**config.mk**
```make
export PLATFORM = sky130hd
export DESIGN_NAME = user_input_queue
export DESIGN_NICKNAME = d
export VERILOG_FILES = /design/src/rtl/user_input_queue_pkg.sv /design/src/rtl/user_input_queue_key_debounce.sv /design/src/rtl/user_input_queue.sv
export SDC_FILE = /design/constraint.sdc
export NUM_CORES = 1
export LEC_CHECK = 0
export BUFFER_PORTS_ARGS = -buffer_cell sky130_fd_sc_hd__buf_2
export CORE_AREA = 2 2 133 135
export DETAILED_ROUTE_END_ITERATION = 8
export DIE_AREA = 0 0 135 137
export GPL_TIMING_DRIVEN = 0
export PLACE_DENSITY = 0.79
export SETUP_SLACK_MARGIN = 0.2
export SLEW_MARGIN = 20
export SYNTH_ARGS = -nofsm -noshare
export SYNTH_HDL_FRONTEND = slang
export SYNTH_HIERARCHICAL = 1
export SYNTH_SLANG_ARGS = --single-unit
```
**constraint.sdc**
```tcl
create_clock -name clk -period 4.27 [get_ports clk]
set_input_delay 0.6405 -clock clk [delete_from_list [all_inputs] [get_ports clk]]
set_output_delay 0.6405 -clock clk [all_outputs]
set_load 0.01 [all_outputs]
```
**src/rtl/user_input_queue_pkg.sv**
```systemverilog
// Shared definitions for the tetris input front end: game event codes,
// key line indices and the key-to-event mapping.
package user_input_queue_pkg;

  localparam logic [2:0] EV_NONE     = 3'd0;
  localparam logic [2:0] EV_LEFT     = 3'd1;
  localparam logic [2:0] EV_RIGHT    = 3'd2;
  localparam logic [2:0] EV_DOWN     = 3'd3;
  localparam logic [2:0] EV_ROTATE   = 3'd4;
  localparam logic [2:0] EV_NEW_GAME = 3'd5;

  localparam int KEY_LEFT     = 0;
  localparam int KEY_RIGHT    = 1;
  localparam int KEY_DOWN     = 2;
  localparam int KEY_ROTATE   = 3;
  localparam int KEY_NEW_GAME = 4;
  localparam int KEY_CNT      = 5;

  // Keys that auto-repeat occupy the low indices 0..REP_KEYS-1.
  localparam int REP_KEYS = 3;

  function automatic logic [2:0] key_to_event(input int idx);
    logic [2:0] ev;
    case (idx)
      KEY_LEFT:     ev = EV_LEFT;
      KEY_RIGHT:    ev = EV_RIGHT;
      KEY_DOWN:     ev = EV_DOWN;
      KEY_ROTATE:   ev = EV_ROTATE;
      KEY_NEW_GAME: ev = EV_NEW_GAME;
      default:      ev = EV_NONE;
    endcase
    return ev;
  endfunction

endpackage

```
**src/rtl/user_input_queue_key_debounce.sv**
```systemverilog
// One key line: two-flop synchroniser, stability-counter debounce and a
// registered one-cycle press pulse on the debounced 0->1 transition.
module key_debounce
  import user_input_queue_pkg::*;
#(
  parameter int DEBOUNCE_CYCLES = 250000
) (
  input  logic clk,
  input  logic rst,
  input  logic raw_i,
  output logic level_o,
  output logic press_o
);

  localparam int CNT_W = $clog2(DEBOUNCE_CYCLES + 1);
  localparam logic [CNT_W-1:0] CNT_LAST = CNT_W'(DEBOUNCE_CYCLES - 1);
  localparam logic [CNT_W-1:0] CNT_ONE  = CNT_W'(1);

  logic sync1_q, sync1_d;
  logic sync2_q, sync2_d;
  logic level_q, level_d;
  logic prev_q, prev_d;
  logic [CNT_W-1:0] cnt_q, cnt_d;

  // Count consecutive cycles the synced level disagrees with the accepted level.
  always_comb begin
    sync1_d = raw_i;
    sync2_d = sync1_q;
    prev_d  = level_q;
    level_d = level_q;
    cnt_d   = '0;
    if (sync2_q != level_q) begin
      if (cnt_q == CNT_LAST) begin
        level_d = sync2_q;
      end else begin
        cnt_d = cnt_q + CNT_ONE;
      end
    end
  end

  // State registers; reset drops any half-finished debounce.
  always_ff @(posedge clk or posedge rst) begin
    if (rst) begin
      sync1_q <= 1'b0;
      sync2_q <= 1'b0;
      level_q <= 1'b0;
      prev_q  <= 1'b0;
      cnt_q   <= '0;
    end else begin
      sync1_q <= sync1_d;
      sync2_q <= sync2_d;
      level_q <= level_d;
      prev_q  <= prev_d;
      cnt_q   <= cnt_d;
    end
  end

  assign level_o = level_q;
  assign press_o = level_q & ~prev_q;

endmodule

```
**src/rtl/user_input_queue.sv**
```systemverilog
// Input stage of the tetris core: debounced keys become pending flags
// (with auto-repeat on left/right/down), a fixed-priority arbiter pushes
// one event per cycle into a show-ahead FIFO read by the game logic.
module user_input_queue
  import user_input_queue_pkg::*;
#(
  parameter int DEBOUNCE_CYCLES = 250000,
  parameter int REPEAT_DELAY    = 12500000,
  parameter int REPEAT_PERIOD   = 5000000,
  parameter int FIFO_DEPTH      = 4
) (
  input  logic       clk,
  input  logic       rst,
  input  logic [4:0] key_i,
  output logic [2:0] user_event_o,
  output logic       user_event_ready_o,
  input  logic       user_event_rd_req_i
);

  localparam int RW = $clog2(REPEAT_DELAY + REPEAT_PERIOD + 1);
  localparam logic [RW-1:0] REP_FIRST  = RW'(REPEAT_DELAY - 1);
  localparam logic [RW-1:0] REP_LAST   = RW'(REPEAT_DELAY + REPEAT_PERIOD - 1);
  localparam logic [RW-1:0] REP_RELOAD = RW'(REPEAT_DELAY);
  localparam logic [RW-1:0] REP_ONE    = RW'(1);

  localparam int PTR_W = $clog2(FIFO_DEPTH);
  localparam int OCC_W = PTR_W + 1;
  localparam logic [PTR_W-1:0] PTR_ONE  = PTR_W'(1);
  localparam logic [OCC_W-1:0] OCC_ONE  = OCC_W'(1);
  localparam logic [OCC_W-1:0] OCC_FULL = OCC_W'(FIFO_DEPTH);

  logic [KEY_CNT-1:0] level;
  logic [KEY_CNT-1:0] press;
  logic               unused_level;

  logic [RW-1:0]      rep_cnt_q [REP_KEYS];
  logic [RW-1:0]      rep_cnt_d [REP_KEYS];
  logic [KEY_CNT-1:0] rep_fire;

  logic [KEY_CNT-1:0] flag_q, flag_d;
  logic [KEY_CNT-1:0] grant;
  logic [2:0]         push_ev;

  logic [2:0]       mem_q [FIFO_DEPTH];
  logic [2:0]       mem_d [FIFO_DEPTH];
  logic [PTR_W-1:0] wr_ptr_q, wr_ptr_d;
  logic [PTR_W-1:0] rd_ptr_q, rd_ptr_d;
  logic [OCC_W-1:0] count_q, count_d;

  logic not_empty;
  logic full;
  logic pop;
  logic push;
  logic can_push;

  for (genvar k = 0; k < KEY_CNT; k++) begin : g_key
    key_debounce #(
      .DEBOUNCE_CYCLES(DEBOUNCE_CYCLES)
    ) u_key_debounce (
      .clk    (clk),
      .rst    (rst),
      .raw_i  (key_i[k]),
      .level_o(level[k]),
      .press_o(press[k])
    );
  end

  assign unused_level = ^level[KEY_NEW_GAME:KEY_ROTATE];

  assign not_empty = (count_q != '0);
  assign full      = (count_q == OCC_FULL);
  assign pop       = user_event_rd_req_i & not_empty;
  assign can_push  = ~full | pop;
  assign push      = |grant;

  // Hold-time counters for repeating keys: first repeat after the delay, then periodic.
  always_comb begin
    rep_fire = '0;
    for (int i = 0; i < REP_KEYS; i++) begin
      rep_cnt_d[i] = '0;
      if (level[i] && !press[i]) begin
        if (rep_cnt_q[i] == REP_LAST) begin
          rep_fire[i]  = 1'b1;
          rep_cnt_d[i] = REP_RELOAD;
        end else begin
          if (rep_cnt_q[i] == REP_FIRST) begin
            rep_fire[i] = 1'b1;
          end
          rep_cnt_d[i] = rep_cnt_q[i] + REP_ONE;
        end
      end
    end
  end

  // Fixed-priority pick of one pending key whenever the queue can take an entry.
  always_comb begin
    grant   = '0;
    push_ev = EV_NONE;
    if (can_push) begin
      if (flag_q[KEY_NEW_GAME]) begin
        grant[KEY_NEW_GAME] = 1'b1;
      end else if (flag_q[KEY_ROTATE]) begin
        grant[KEY_ROTATE] = 1'b1;
      end else if (flag_q[KEY_LEFT]) begin
        grant[KEY_LEFT] = 1'b1;
      end else if (flag_q[KEY_RIGHT]) begin
        grant[KEY_RIGHT] = 1'b1;
      end else if (flag_q[KEY_DOWN]) begin
        grant[KEY_DOWN] = 1'b1;
      end
    end
    for (int i = 0; i < KEY_CNT; i++) begin
      if (grant[i]) begin
        push_ev = key_to_event(i);
      end
    end
  end

  // Saturating pending flags; a new press or repeat beats the clear from a push.
  always_comb begin
    flag_d = (flag_q & ~grant) | press | rep_fire;
  end

  // Queue storage, pointers and occupancy.
  always_comb begin
    mem_d    = mem_q;
    wr_ptr_d = wr_ptr_q;
    rd_ptr_d = rd_ptr_q;
    count_d  = count_q;
    if (push) begin
      mem_d[wr_ptr_q] = push_ev;
      wr_ptr_d        = wr_ptr_q + PTR_ONE;
    end
    if (pop) begin
      rd_ptr_d = rd_ptr_q + PTR_ONE;
    end
    if (push && !pop) begin
      count_d = count_q + OCC_ONE;
    end else if (!push && pop) begin
      count_d = count_q - OCC_ONE;
    end
  end

  // State registers; reset empties the queue and forgets all pending work.
  always_ff @(posedge clk or posedge rst) begin
    if (rst) begin
      for (int i = 0; i < REP_KEYS; i++) begin
        rep_cnt_q[i] <= '0;
      end
      for (int i = 0; i < FIFO_DEPTH; i++) begin
        mem_q[i] <= EV_NONE;
      end
      flag_q   <= '0;
      wr_ptr_q <= '0;
      rd_ptr_q <= '0;
      count_q  <= '0;
    end else begin
      rep_cnt_q <= rep_cnt_d;
      mem_q     <= mem_d;
      flag_q    <= flag_d;
      wr_ptr_q  <= wr_ptr_d;
      rd_ptr_q  <= rd_ptr_d;
      count_q   <= count_d;
    end
  end

  assign user_event_ready_o = not_empty;
  assign user_event_o       = not_empty ? mem_q[rd_ptr_q] : EV_NONE;

endmodule

```
==> flow_summary.ini <==
[status]
status = finished, final reports clean

[clock_network]
cts_buffers = 22
cts_tree = yes
post_cts_buffers = 0
worstSkewPairLatency_ns = 0.50
clock_path_buffers = 3
hold_buffers = 0
htree_num_levels = 1
ctsResizeCount = 0
cts_root_buf = clkbuf_16
clk_pin_slew_ns = 0.06
clock-sinks = 209

[logic_synthesis]
async_reset_ff_frac = 1.00
syn_avg_cell_area_um2 = 10.1
yosysMostFrequentCell = dfrtp_1
yosysWarnings = 6
ys_seq_area_frac = 0.491
synth.top_cells.by_count = 209 x dfrtp_1, 116 x nor2_1, 75 x nand4_1, 70 x nand2_1, 68 x xnor2_1
synth_area_leaders = dfrtp_1 49%, xnor2_1 5.6%, nand4_1 4.4%
synth_top_area_share = 0.491
ys_ff_latch = 209
synth-edff-count = 0
syn_inst = 1052
synth_top_flop_cell = dfrtp_1
yosysTopAreaCell = dfrtp_1
syn-cell-area_mm2 = 0.0106
ys_types = 49
synthesis.nets = 1074

[critical_path]
required_ns = 3.63
r2r_start = count_q[1]
arrival_ns = 1.98
crit_path_start = rd_ptr_q[0]
critPathKind = reg -> out
crit_path_end_kind = output port
start_kind = flip-flop
crit_fanout = 5

[floorplanning]
die_x_um = 135
core_area_mm2 = 0.0171
die_y_um = 137
die_area_mm2 = 0.0185
rows = 48
io_pins = 12
start_util = 0.624

[timing]
final-setup-viol-count = 0
post-route-period-util = 0.614
slew_violations = 0
finalHoldViolations = 0
fmax_ghz = 0.381
slew_headroom = 0.451
rsz0062_at_grt = no
clock_skew_ns = 0.00822
period_needed_ns = 2.62
max_slew.worst_pin.slew_ns = 0.822

[placed_design]
port_buffers = 11
gp_congestion = 0.842
post-place-cells = 1289
dpl.hpwl_um = 13700

[cells_and_area]
n_fill_cell = 1313
multiInputGateArea_mm2 = 0.00497
fin_cells = 1328
drive_above_1_share = 0.0961
ff_latch_area_mm2 = 0.00523
nets = 1110
final_core_util = 0.688
areaGrowthSynthToFinish_pct = 10.3
n_antenna_cell = 0

[detailed_routing]
initialDrtViolationCount = 476
drc = 0
routedWlPerCell_um = 15.6
first_pass_iters = 5
vias = 8060
ant_nets = 0
routed_wl_um = 20700
post_drt_via_cell_ratio = 6.07

[power_and_ir_drop]
ir_worst_vdd_mv = 0.308
power_density_mw_per_mm2 = 356
leakage_nw = 4.69
power_w = 0.00417

[job]
cap_violations = 0

[grt]
antenna_found_initial = 0
grt_pass1_wl_um = 36500
grt_pass1_vias = 7930
grt_overflow = 0
grt_max_degree = 70
grt_usage = 0.236

[hold_path]
worstHoldPathType = in -> async
## layout make-up
class	instances	share of cell area
clock inverters	8	0.00554
inverters	24	0.00810
well taps	225	0.0240
multi-input cells	769	0.423
clock buffers	31	0.0559
flip-flops and latches	209	0.446
repair buffers	12	0.00703
plain buffers	50	0.0307
## power breakdown
group          switching (W)  internal (W)  total [W]
clock               0.000768       0.00113    0.00189
combinational       0.000121     0.0000909   0.000212
sequential         0.0000448       0.00202    0.00207
total               0.000933       0.00324    0.00417
## logic make-up after synthesis
kind of cell    Yosys count  share of synthesized area
compound gates          127                     0.0748
xor+xnor                116                     0.0955
fa+ha+maj                14                     0.0172
buf+inv                  74                     0.0423
flops                   209                      0.491
mux                      13                     0.0169
simple gates            499                      0.262
## routing by layer
layer  global-route usage  part of all wire  vias up
met5                    0                 0        -
met4               0.0758             0.021        0
met3               0.0348             0.042       43
met2                0.387              0.48      171
met1                0.327              0.46     3933
li1                     -                 -     3913
## path summary, 6_finish.rpt
kind                                                           to  cells past startpoint  slack, ns
max in group asynchronous       g_key[0].u_key_debounce/cnt_q[17]                      2       3.34
worst min register to register    g_key[0].u_key_debounce/sync2_q                      0       0.34
worst min-delay path                                rep_cnt_q[15]                      2       0.19
min in group clk                  g_key[1].u_key_debounce/sync1_q                      1       0.24
worst max register to register                         count_q[1]                      6       1.71
worst max-delay path                              user_event_o[2]                      4       1.65
## through the flow
step | cell area, um^2 | setup slack [ns] | hold slack [ns] | setup TNS (ns)
after floorplan | 10600 | 1.04 | 0.331 | 0
after global placement | 11000 | -0.253 | 0.334 | -24.41
after detailed placement | 11000 | 1.06 | 0.336 | 0
after CTS | 11700 | 1.29 | 0.191 | 0
after global routing | 11700 | 1.51 | 0.205 | 0
final | 11700 | 1.65 | 0.191 | 0
## placed cells by master, fill, tap and decap left out, types with 25 or more instances in the layout
cell type / n
a21oi_1: 41
and3_1: 26
clkbuf_1: 35
dfrtp_1: 209
nand2_1: 70
nand3_1: 33
nand4_1: 75
nor2_1: 116
nor3_1: 30
o21ai_0: 25
or4_1: 26
xnor2_1: 68
xor2_1: 48
## state kept, by name, summed over array words and instances (netlist names)
| name | cells |
|---|---|
| flag_q | 5 |
| g_key.u_key_debounce/level_o | 5 |
| wr_ptr_q | 2 |
| mem_q | 12 |
| rep_cnt_q | 75 |
| g_key.u_key_debounce/sync2_q | 5 |
| g_key.u_key_debounce/prev_q | 5 |
| g_key.u_key_debounce/sync1_q | 5 |
| g_key.u_key_debounce/cnt_q | 90 |
| count_q | 3 |
| rd_ptr_q | 2 |
## worst max-delay path, cell delays in order, from the launching register on
cell	delay, ns
dfrtp_1	0.32
clkbuf_1	0.31
mux4_2	0.56
and2_1	0.17
buf_2	0.13
No activity file was read; power rests on OpenSTA's default activity.
